`config.mk`:
```
export PLATFORM = sky130hd
export DESIGN_NAME = traffic_phase_controller
export DESIGN_NICKNAME = d
export VERILOG_FILES = /design/src/rtl/traffic_phase_controller.sv
export SDC_FILE = /design/constraint.sdc
export NUM_CORES = 1
export LEC_CHECK = 0
export CORE_AREA = 2 2 45 47
export DETAILED_ROUTE_END_ITERATION = 10
export DIE_AREA = 0 0 47 49
export PLACE_DENSITY = 0.7
export SYNTH_ARGS = -nofsm -noshare
export SYNTH_HDL_FRONTEND = slang
export SYNTH_SLANG_ARGS = --single-unit
```
`constraint.sdc`:
```
create_clock -name clk -period 3.9 [get_ports clk]
set_clock_uncertainty 0.2 [all_clocks]
set_input_delay 0.39 -clock clk [delete_from_list [all_inputs] [get_ports clk]]
set_output_delay 0.39 -clock clk [all_outputs]
set_load 0.02 [all_outputs]
```
`src/rtl/traffic_phase_controller.sv`:
```
// Intersection phase sequencer: loads the shared interval timer and drives the lamp outputs.
// Optional flashing night mode is compiled in when TRAFFIC_FLASH_MODE_EN is defined.
module traffic_phase_controller #(
    parameter int T_BASE = 6,
    parameter int T_EXT  = 4,
    parameter int T_YEL  = 2
) (
    input  logic       clk,
    input  logic       sys_reset,
    input  logic       sensor,
    input  logic       walk_request,
    input  logic       night_mode,
    input  logic       expired,
    output logic       start_timer,
    output logic [3:0] timer_value,
    output logic [2:0] main_lights,
    output logic [2:0] side_lights,
    output logic       walk
);

    // A zero load would wrap the 4-bit timer to 16 ticks.
    if (T_BASE < 1 || T_BASE > 15) begin : g_bad_base
        $error("traffic_phase_controller: T_BASE must be in 1..15");
    end
    if (T_EXT < 1 || T_EXT > 15) begin : g_bad_ext
        $error("traffic_phase_controller: T_EXT must be in 1..15");
    end
    if (T_YEL < 1 || T_YEL > 15) begin : g_bad_yel
        $error("traffic_phase_controller: T_YEL must be in 1..15");
    end

    localparam logic [3:0] BASE_VAL = 4'(T_BASE);
    localparam logic [3:0] EXT_VAL  = 4'(T_EXT);
    localparam logic [3:0] YEL_VAL  = 4'(T_YEL);

    typedef enum logic [2:0] {
        MAIN_GRN  = 3'd0,
        MAIN_HOLD = 3'd1,
        MAIN_YEL  = 3'd2,
        WALK      = 3'd3,
        SIDE_GRN  = 3'd4,
        SIDE_YEL  = 3'd5
`ifdef TRAFFIC_FLASH_MODE_EN
        ,FLASH    = 3'd6
`endif
    } phase_t;

    phase_t state;
    phase_t nxt;
    logic   walk_pending;
    logic   exp_ok;
    logic   reload;
    logic   load;

    function automatic logic [3:0] duration(phase_t s);
        case (s)
            MAIN_YEL, SIDE_YEL: duration = YEL_VAL;
            WALK, SIDE_GRN:     duration = EXT_VAL;
`ifdef TRAFFIC_FLASH_MODE_EN
            FLASH:              duration = 4'd1;
`endif
            default:            duration = BASE_VAL;
        endcase
    endfunction

    // {main, side, walk}
    function automatic logic [6:0] lamps(phase_t s);
        case (s)
            MAIN_YEL: lamps = 7'b010_100_0;
            WALK:     lamps = 7'b100_100_1;
            SIDE_GRN: lamps = 7'b100_001_0;
            SIDE_YEL: lamps = 7'b100_010_0;
`ifdef TRAFFIC_FLASH_MODE_EN
            FLASH:    lamps = 7'b010_100_0;
`endif
            default:  lamps = 7'b001_100_0;
        endcase
    endfunction

`ifdef TRAFFIC_FLASH_MODE_EN
    logic blink;
    logic blink_nxt;
`else
    logic unused_night;
    assign unused_night = night_mode;
`endif

    always_comb begin
        exp_ok = expired && !start_timer;
        nxt    = state;
        reload = 1'b0;
        case (state)
            MAIN_GRN:  if (exp_ok) nxt = MAIN_HOLD;
            MAIN_HOLD: begin
`ifdef TRAFFIC_FLASH_MODE_EN
                if (night_mode) nxt = FLASH;
                else
`endif
                if (sensor || walk_pending) nxt = MAIN_YEL;
            end
            MAIN_YEL:  if (exp_ok) nxt = walk_pending ? WALK : SIDE_GRN;
            WALK:      if (exp_ok) nxt = sensor ? SIDE_GRN : MAIN_GRN;
            SIDE_GRN:  if (exp_ok) nxt = SIDE_YEL;
            SIDE_YEL:  if (exp_ok) nxt = MAIN_GRN;
`ifdef TRAFFIC_FLASH_MODE_EN
            FLASH: begin
                if (exp_ok) begin
                    if (!night_mode) nxt = MAIN_GRN;
                    else             reload = 1'b1;
                end
            end
`endif
            default:   nxt = MAIN_GRN;
        endcase
        load = ((nxt != state) && (nxt != MAIN_HOLD)) || reload;
`ifdef TRAFFIC_FLASH_MODE_EN
        blink_nxt = blink;
        if (nxt == FLASH) begin
            if (state != FLASH) blink_nxt = 1'b1;
            else if (exp_ok)    blink_nxt = !blink;
        end
`endif
    end

    always_ff @(posedge clk) begin
        if (sys_reset) begin
            state        <= MAIN_GRN;
            start_timer  <= 1'b1;
            timer_value  <= BASE_VAL;
            main_lights  <= 3'b001;
            side_lights  <= 3'b100;
            walk         <= 1'b0;
            walk_pending <= 1'b0;
`ifdef TRAFFIC_FLASH_MODE_EN
            blink        <= 1'b0;
`endif
        end else begin
            state       <= nxt;
            start_timer <= load;
            if (load) timer_value <= duration(nxt);
            {main_lights, side_lights, walk} <= lamps(nxt);
            // The request seen on the edge entering WALK counts as served.
            walk_pending <= (nxt == WALK && state != WALK) ? 1'b0 : (walk_pending | walk_request);
`ifdef TRAFFIC_FLASH_MODE_EN
            blink <= blink_nxt;
            if (nxt == FLASH && !blink_nxt) {main_lights, side_lights, walk} <= 7'b000_000_0;
`endif
        end
    end

endmodule

```
=== After elaboration in Yosys (flattened, before gate mapping) ===
Cells that the tools add are included.

* Register bits: 16
* Input bits: 6
* Output and inout port bits: 12
* Word-level logic and storage cells: 40

* Equality and inequality tests: 12
* Muxes and demuxes: 11
* Bitwise gates (word level): 1
* Reduce and logical (&&, ||, !) cells: 9

{| class="wikitable"
|+ Operators with widths
! operator !! count
|-
| 7-bit case mux with 4 select lines || 1
|-
| 3-bit two-way mux || 8
|-
| 3-bit case mux with 6 select lines || 1
|-
| 3-bit by 2-bit == test with 1-bit output, second input constant || 4
|-
| 3-bit == test, second input constant || 4
|-
| 3-bit case mux with 2 select lines || 1
|-
| 2-bit OR reduction || 3
|-
| 3-bit by 1-bit == test with 1-bit output, second input constant || 1
|-
| 1-bit logical AND || 3
|-
| 3-bit logical NOT || 1
|-
| 3-bit by 1-bit != test with 1-bit output, second input constant || 1
|-
| 3-bit by 2-bit != test with 1-bit output, second input constant || 1
|-
| 3-bit != test || 1
|-
| 1-bit logical NOT || 1
|-
| 1-bit logical OR || 1
|-
| 1-bit OR || 1
|}

=== Logic depth before layout (Yosys ltp) ===
Gate-level depths: netlist of run 1.

* Depth in word-level cells: 7
* Depth in mapped cells: 6

=== Least setup slack after synthesis of run 1 ===
OpenSTA, ideal clock, no wires.

* Path type: register to register
* Start point: register start_timer
* End point: register main_lights[2]
* Library setup time: 115 ps
* Arrival time: 1457 ps
* Data required time: 3585 ps
* Slack: 2127 ps
* Cell stages (with the launch flop): 7
* Buffers on the path: 1
* Path through: dfxtp_1 nand2b_1 buf_2 a21oi_1 o311a_4 and2_4 a31o_1

* Word-level cells in the longest chain between the ends: 6
* Elaborated cells between the ends (all ways): 13
* Those cells by class: eq/ne: 4; mux: 7; reduce/logical: 2

{| class="wikitable"
|+ Ends and longest elaborated chain
! what !! line !! text
|-
| from (decl) || 14 || <nowiki>output logic start_timer,</nowiki>
|-
| from (signal assigned) || 139 || <nowiki>start_timer <= load;</nowiki>
|-
| 1-bit logical NOT (*) || 89 || <nowiki>exp_ok = expired && !start_timer;</nowiki>
|-
| 1-bit logical AND (*) || 89 ||
|-
| 3-bit two-way mux (on tied branches) || - ||
|-
| 3-bit case mux with 6 select lines (*) || 92 || <nowiki>case (state)</nowiki>
|-
| 3-bit == test / 3-bit by 2-bit == test with 1-bit output (equally long branches) || 68 || <nowiki>case (s)</nowiki>
|-
| 7-bit case mux with 4 select lines (*) || 68 ||
|-
| to (signal assigned) || 141 || <nowiki>{main_lights, side_lights, walk} <= lamps(nxt);</nowiki>
|-
| to (decl) || 16 || <nowiki>output logic [2:0] main_lights,</nowiki>
|}

Mark *: on every way between the ends. The rest lies on a longest branch, timed or not.
A chain may end at the register's enable or synchronous reset.

=== Worst setup path in the final report of run 1 ===
* Start point: input port expired
* End point: register timer_value[1]

* Word-level cells in the longest chain between the ends: 6
* Elaborated cells between the ends (all ways): 17
* Those cells by class: eq/ne: 6; mux: 7; reduce/logical: 4

{| class="wikitable"
|+ Ends and longest elaborated chain
! what !! line !! text
|-
| from (decl) || 13 || <nowiki>input logic expired,</nowiki>
|-
| 1-bit logical AND (*) || 89 ||
|-
| 3-bit two-way mux (on tied branches) || - ||
|-
| 3-bit case mux with 6 select lines (*) || 92 ||
|-
| 3-bit by 2-bit == test with 1-bit output / 3-bit == test (equally long branches) || 56 || <nowiki>case (s)</nowiki>
|-
| 2-bit OR reduction || 56 ||
|-
| 3-bit case mux with 2 select lines || 56 ||
|-
| to (signal assigned) || 140 || <nowiki>if (load) timer_value <= duration(nxt);</nowiki>
|-
| to (decl) || 15 || <nowiki>output logic [3:0] timer_value,</nowiki>
|}

Marked as above.

==> results.md, run 1 <==
- DR WL/cell: between 10 and 15 um
- Flop2flop setup slack: 2.08 ns
- Largest net degree at the start of global routing: 13
- Port bufs: 14
- Starting Density: 0.372
- Total GRT Usage: 0.114
- Number of enable flip-flop cells after synthesis: 0
- Final worst-path cycle share: 0.514
- Crit path DAT: 1.98 ns
- Main synth FF type: dfxtp_1
- Layout cells sized above 1: 0.153
- Global-route wire length before repair: around 1900 um
- Iteration-0 DRC Markers: 16
- Hold path endpoint: timer_value[1]
- Hold buffer count at CTS: 0
- Synthesized area: 684 sq um
- Clock Tree Buf Depth: 2
- Nets: 92
- Seq cells post-synth: 14
- Core Area: 0.00184 sq mm
- Final Hold Viols: 0
- Peak supply drop: ~0.00029 V
- WHS Path Cells: 1
- CTS buffer count: 3
- Register area share after synthesis: 0.410
- Max cap viols: 0
- Leak Pwr: 0.000315 uW
- Final GP Congestion: 0.861
- Full die area: 0.00230 sq mm
- First-pass DRT Iterations: 4
- Initial antenna violation count: 0
- Fin. max-slew vios: 0
- Worst r2r path cells: 5
- DRC violations left: 0
- Clock sinks: 14
- Vias in the first global route: 430
- Pwr dens: around 360 mW/mm^2
- Die Y: 49 um
- Top cell type's share of synthesized area: 0.410
- DRT Wirelength: approximately 1200 um
- Reg2reg start: state[2]
- DPL Wire Length: 866 um
- Remaining antenna violation count: 0
- Synth Warn #: 0
- Vias per cell: 4.80
- CP startpoint kind: primary input
- Chip Width: 47 um
- CTS HTree Levels: 1
- Min Tclk post-route: around 2.0 ns
- WS Path Type: in2reg
- DP Area: 821 sq um
- Final setup vio count: 0
- Fin area: 857 sq um
- Diode count: 0
- CTS Root Cell: clkbuf_4
- PostCTS Resize Cnt: 0
- Most area-consuming cells after synthesis: dfxtp_1 (41%), nor2b_1 (4.6%), o311a_4 (3.1%), a211oi_4 (2.9%), nor3_2 (2.9%)
- RSZ-0062 raised after global routing: false
- Via count: between 500 and 600
- CTS tree: done
- Crit path max fanout: 6
- Most frequent cells in the layout: clkdlybuf4s50_1 (14), dfxtp_1 (14), nor2b_1 (5), o21ai_1 (4)
- TNS Setup: 0 ns
- Post-Syn Area per Cell: 9.51 sq um
- Outcome: complete, no violations
- Peak Freq: about 500 MHz
- CP endpoint kind: flip-flop
- Clk Latency, worst-skew pair: 0.27 ns
- Area leader, netlist: dfxtp_1
- Row count: 16
- Post-CTS setup buffer count: 0
- Worst min-delay path category: reg2reg
- CP required: 3.87 ns
- GRT overflow: 0
- Asr flop ratio synth: 0
- IO Pins: 18
- Reg2reg end: timer_value[1]
- Fillers: 198
- Layout Area Growth over Synthesis: 25.2%
- Hold_sp: timer_value[1]
- Clock transition at path regs: 0.08 ns
- Yosys cell types: 34
- Mapped Cells: 72
==> worst max-delay path: stages <==
cell	delay, ns
clkdlybuf4s50_1	0.47
nor2b_1	0.35
o211ai_1	0.19
a21oi_2	0.26
mux2i_1	0.12
o22a_1	0.20
==> stage by stage <==
stage | hold WS, ns | instances | setup slack [ns] | utilization | total power [uW]
after CTS | 0.276 | 112 | 1.90 | 0.465 | 312
after floorplan | 0.262 | 73 | 2.13 | - | 195
final | 0.271 | 112 | 1.90 | 0.465 | 309
after detailed placement | 0.254 | 108 | 1.62 | 0.446 | 212
after global placement | 0.252 | 108 | 1.64 | 0.446 | 212
after global routing | 0.300 | 112 | 1.77 | 0.465 | 324
==> Yosys cell counts (all sizes together), types with 3 or more instances <==
library cell and instances:
and2 4, buf 6, dfxtp 14, inv 3, nand2 3, nand2b 3
nor2 3, nor2b 5, o21ai 6
==> logic make-up after synthesis <==
kind of cell | Yosys count | share of synthesized area
and+or+nand+nor | 26 | 0.238
buffers and inverters | 9 | 0.0768
muxes | 1 | 0.0146
other | 1 | 0.00548
AOI/OAI and AO/OA | 21 | 0.256
DFF | 14 | 0.410
==> per-layer routing <==
layer	vias up	GRT usage	wire (um)
met5	-	0	0
met4	0	0	0
met3	0	0.0704	110
met2	30	0.167	561
met1	236	0.154	535
li1	272	-	-
==> power breakdown <==
group | leakage [uW] | switching, uW | internal (uW)
registers | 0.000114 | 6.70 | 149
clock network | 0.0000210 | 43.0 | 56.7
logic | 0.000180 | 28.1 | 24.9
total | 0.000315 | 77.8 | 231
==> registers in the layout, indices dropped and copies added, names as in the netlist <==
register	flops
main_lights	3
state	3
walk	1
start_timer	1
timer_value	2
side_lights	3
walk_pending	1
==> worst max-delay path by stage <==
stage               slack (ns)  cells past startpoint   startpoint              to
floorplan                 2.13                      6  start_timer  main_lights[2]
global placement          1.64                      6      expired  timer_value[1]
detailed placement        1.62                      6      expired  timer_value[1]
CTS                       1.90                      6      expired  timer_value[1]
global route              1.77                      6      expired  timer_value[1]
finish                    1.90                      6      expired  timer_value[1]
==> layout make-up <==
| cell class | count | area [sq um] | area share |
|---|---|---|---|
| flip-flops and latches | 14 | 280 | 0.327 |
| well taps | 27 | 33.8 | 0.0394 |
| clock buffers | 4 | 36.3 | 0.0423 |
| repair buffers | 14 | 140 | 0.164 |
| inverters | 3 | 11.3 | 0.0131 |
| multi-input cells | 50 | 355 | 0.415 |
No activity file was read; power rests on OpenSTA's default activity.
==> run 2: changes to the inputs <==
--- a/config.mk
+++ b/config.mk
@@ -8,7 +8,7 @@
 export CORE_AREA = 2 2 45 47
 export DETAILED_ROUTE_END_ITERATION = 10
 export DIE_AREA = 0 0 47 49
-export PLACE_DENSITY = 0.7
+export PLACE_DENSITY = 0.72
 export SYNTH_ARGS = -nofsm -noshare
 export SYNTH_HDL_FRONTEND = slang
 export SYNTH_SLANG_ARGS = --single-unit
==> constraint.sdc (replaced) <==
create_clock -name clk -period 1.8 [get_ports clk]
set_clock_uncertainty 0.2 [all_clocks]
set_input_delay 0.18 -clock clk [delete_from_list [all_inputs] [get_ports clk]]
set_output_delay 0.18 -clock clk [all_outputs]
set_load 0.02 [all_outputs]
==> run 2 against run 1 <==
  * Register-to-register slack got worse by 1.9 ns
  * Final area grew 7.4%
  * Core utilization grew 3.5 points
  * Sequential power up 120%
  * Via count increased by 2.0%
==> results.md, run 2 (synthesis gave the netlist of run 1 again) <==
- IO Pins: 18 (unchanged)
- CTS HTree Levels: 1 (unchanged)
- Nets: 99 (was 92)
- Clk Latency, worst-skew pair: 0.27 ns (about the same)
- Outcome: complete, no violations (unchanged)
- Clock Tree Buf Depth: 2 (unchanged)
- CP max stage delay: 0.35 ns (was 0.47 ns)
- Final worst-path cycle share: 0.916
- Crit path DAT: 1.62 ns (was 1.98 ns)
- Remaining antenna violation count: 0 (unchanged)
- Min Tclk post-route: 1.65 ns
- Row count: 16 (unchanged)
- Reg2reg start: start_timer (was state[2])
- Core Area: 0.00184 sq mm (unchanged)
- Placed cells: 115 (was 108)
- GRT overflow: 0 (unchanged)
- Worst Slack Setup Final: 0.151 ns (was 1.90 ns)
- Layout Cells excl Fill: 119 (was 112)
- Die Y: 49 um (unchanged)
- Worst r2r path cells: 5 (unchanged)
- Sw Ratio: 0.251 (was 0.252)
- Clock power frac: 0.316 (was 0.323)
- CP endpoint kind: flip-flop (unchanged)
- Clock transition at path regs: 0.08 ns (about the same)
- Layout Area Growth over Synthesis: 34.6% (was 25.2%)
- Layout cells sized above 1: 0.261 (was 0.153)
- Final GP Congestion: 0.867 (was 0.861)
- Chip Width: 47 um (unchanged)
- Vias in the first global route: 525 (was 430)
- CP startpoint kind: flip-flop (was primary input)
- RSZ-0062 raised after global routing: false (unchanged)
- First-pass DRT Iterations: 3 (was 4)
- Port bufs: 14 (unchanged)
- Switching pwr: 172 uW (was 77.8 uW)
- Reg2reg end: main_lights[2] (was timer_value[1])
- Largest net degree at the start of global routing: 12 (was 13)
- CP required: 1.77 ns (was 3.87 ns)
- Diode count: 0 (unchanged)
- PostCTS Resize Cnt: 0 (unchanged)
- Worst slack, placed: -0.121 ns (was 1.62 ns)
- Hold buffer count at CTS: 0 (unchanged)
- CTS Root Cell: clkbuf_4 (unchanged)
- DPL Wire Length: 969 um (was 866 um)
- Full die area: 0.00230 sq mm (unchanged)
- DR WL/cell: 10.9 um (was 10.8 um)
- Crit path cell chain: nand2b_1 -> a21oi_1 -> o311a_4 -> and2_4 -> a31o_1 (was clkdlybuf4s50_1 -> nor2b_1 -> o211ai_1 -> a21oi_2 -> mux2i_1 -> o22a_1)
- Critical path's top delay family: compound AO/OA/AOI/OAI gates (unchanged)
- Fin. max-slew vios: 0 (unchanged)
- Pwr dens: 744 mW/mm^2 (was 360 mW/mm^2)
- DRC violations left: 0 (unchanged)
- Slowest cell on the critical path: o311a_4 (was clkdlybuf4s50_1)
- Final Hold Viols: 0 (unchanged)
- Max cap viols: 0 (unchanged)
- Hold path endpoint: timer_value[2] (was timer_value[1])
- Total GRT Usage: 0.131 (was 0.114)
- Clock sinks: 14 (unchanged)
- Vias per cell: 4.61 (was 4.80)
- Worst min-delay path category: reg2reg (unchanged)
- Internal power: 513 uW (was 231 uW)
- Most frequent cells in the layout: clkdlybuf4s50_1 (14), dfxtp_1 (11), buf_4 (7), nor2b_1 (5), o21ai_1 (4) (was clkdlybuf4s50_1 (14), dfxtp_1 (14), nor2b_1 (5), o21ai_1 (4))
- Final Core Density: 0.500 (was 0.465)
- WS Path Type: reg2reg (was in2reg)
- CTS buffer count: 3 (unchanged)
- Via count: 549 (was 538)
- Commonest non-fill, non-tap cell in the layout: clkdlybuf4s50_1
- Post-CTS setup buffer count: 0 (unchanged)
- Initial antenna violation count: 0 (unchanged)
- Sequential fraction of design power: 0.494 (was 0.505)
- Fillers: 193 (was 198)
- DRT Wirelength: 1300 um (was 1210 um)
- Peak supply drop: 0.000443 V (was 0.000288 V)
- CTS tree: done (unchanged)
- Flop2flop setup slack: 0.15 ns (was 2.08 ns)
- Leak Pwr: 0.000354 uW (was 0.000315 uW)
- Final setup vio count: 0 (unchanged)
- WHS Path Cells: 2 (was 1)
- Hold_sp: timer_value[2] (was timer_value[1])
- Iteration-0 DRC Markers: 7 (was 16)
- Crit path max fanout: 6 (unchanged)
- Comb power frac: 0.190 (was 0.172)
- Global-route wire length before repair: 2210 um (was 1900 um)
- CP bufs+invs: 0 (was 1)
- Top flop regs: main_lights (3), side_lights (3), state (3) (unchanged)
- Peak Freq: around 600 MHz
- Starting Density: 0.372 (unchanged)
-- run 2: cell count changes in the layout (fill, tap and decap cells not counted) --
cell | previous run | this run
dfxtp_4 | 0 | 1
nor3b_2 | 0 | 1
buf_4 | 0 | 7
dfxtp_1 | 14 | 11
nor3b_1 | 1 | 0
dfxtp_2 | 0 | 2
-- run 2: worst min-delay path: stages (launching register included) --
cell and delay (ns):
dfxtp_1 0.32, nand2_1 0.05, nand3_1 0.07
-- run 2: metrics by stage --
step           TNS, ns  total power, uW  instance area, sq um  hold slack [ns]
2_1_floorplan        0              423                   688           0.0521
3_3_place_gp    -0.203              473                   873            0.255
3_5_place_dp    -0.366              474                   873            0.260
4_1_cts              0              694                   910            0.280
5_1_grt              0              724                   921            0.291
6_report             0              685                   921            0.285
-- run 2: area by class of cell --
cell class	instances	area, sq um	area share
Inverter	3	11.3	0.0122
Tap cell	27	33.8	0.0367
Multi-Input combinational cell	50	360	0.391
Clock buffer	4	36.3	0.0394
Timing Repair Buffer	21	193	0.209
Sequential cell	14	287	0.311
-- run 2: how the worst max path moves through the flow --
stage | startpoint | endpoint | slack, ns | depth (start not counted)
after floorplan | start_timer | main_lights[2] | 0.03 | 6
after global placement | sensor | timer_value[1] | -0.08 | 6
after detailed placement | sensor | timer_value[1] | -0.12 | 6
after CTS | state[1] | timer_value[1] | 0.04 | 5
after global routing | walk_pending | timer_value[1] | 0.04 | 5
final | start_timer | main_lights[2] | 0.15 | 5
-- run 2: layer usage --
metal  GRT usage  wire length (um)  part of all wire  vias up
met5           0                 0                 0        -
met4      0.0139                 0                 0        0
met2       0.212               615              0.47       15
met1       0.156               618              0.47      251
li1            -                 -                 -      283
met3      0.0704                69             0.053        0
-- run 2: power groups by stage --
stage	Combinational, uW	Clock, uW	Sequential, uW
6_report	130	217	338
5_1_grt	142	241	341
4_1_cts	130	226	338
3_5_place_dp	129	0	345
3_3_place_gp	128	0	345
2_1_floorplan	73.3	0	349
==> run 3: changes to the inputs <==
--- a/config.mk
+++ b/config.mk
@@ -8,7 +8,9 @@
 export CORE_AREA = 2 2 45 47
 export DETAILED_ROUTE_END_ITERATION = 10
 export DIE_AREA = 0 0 47 49
+export HOLD_SLACK_MARGIN = 0.05
 export PLACE_DENSITY = 0.72
+export SLEW_MARGIN = 10
 export SYNTH_ARGS = -nofsm -noshare
 export SYNTH_HDL_FRONTEND = slang
 export SYNTH_SLANG_ARGS = --single-unit
==> results of run 3 <==
The final DEF is identical to that of run 2; final timing and power are the same.
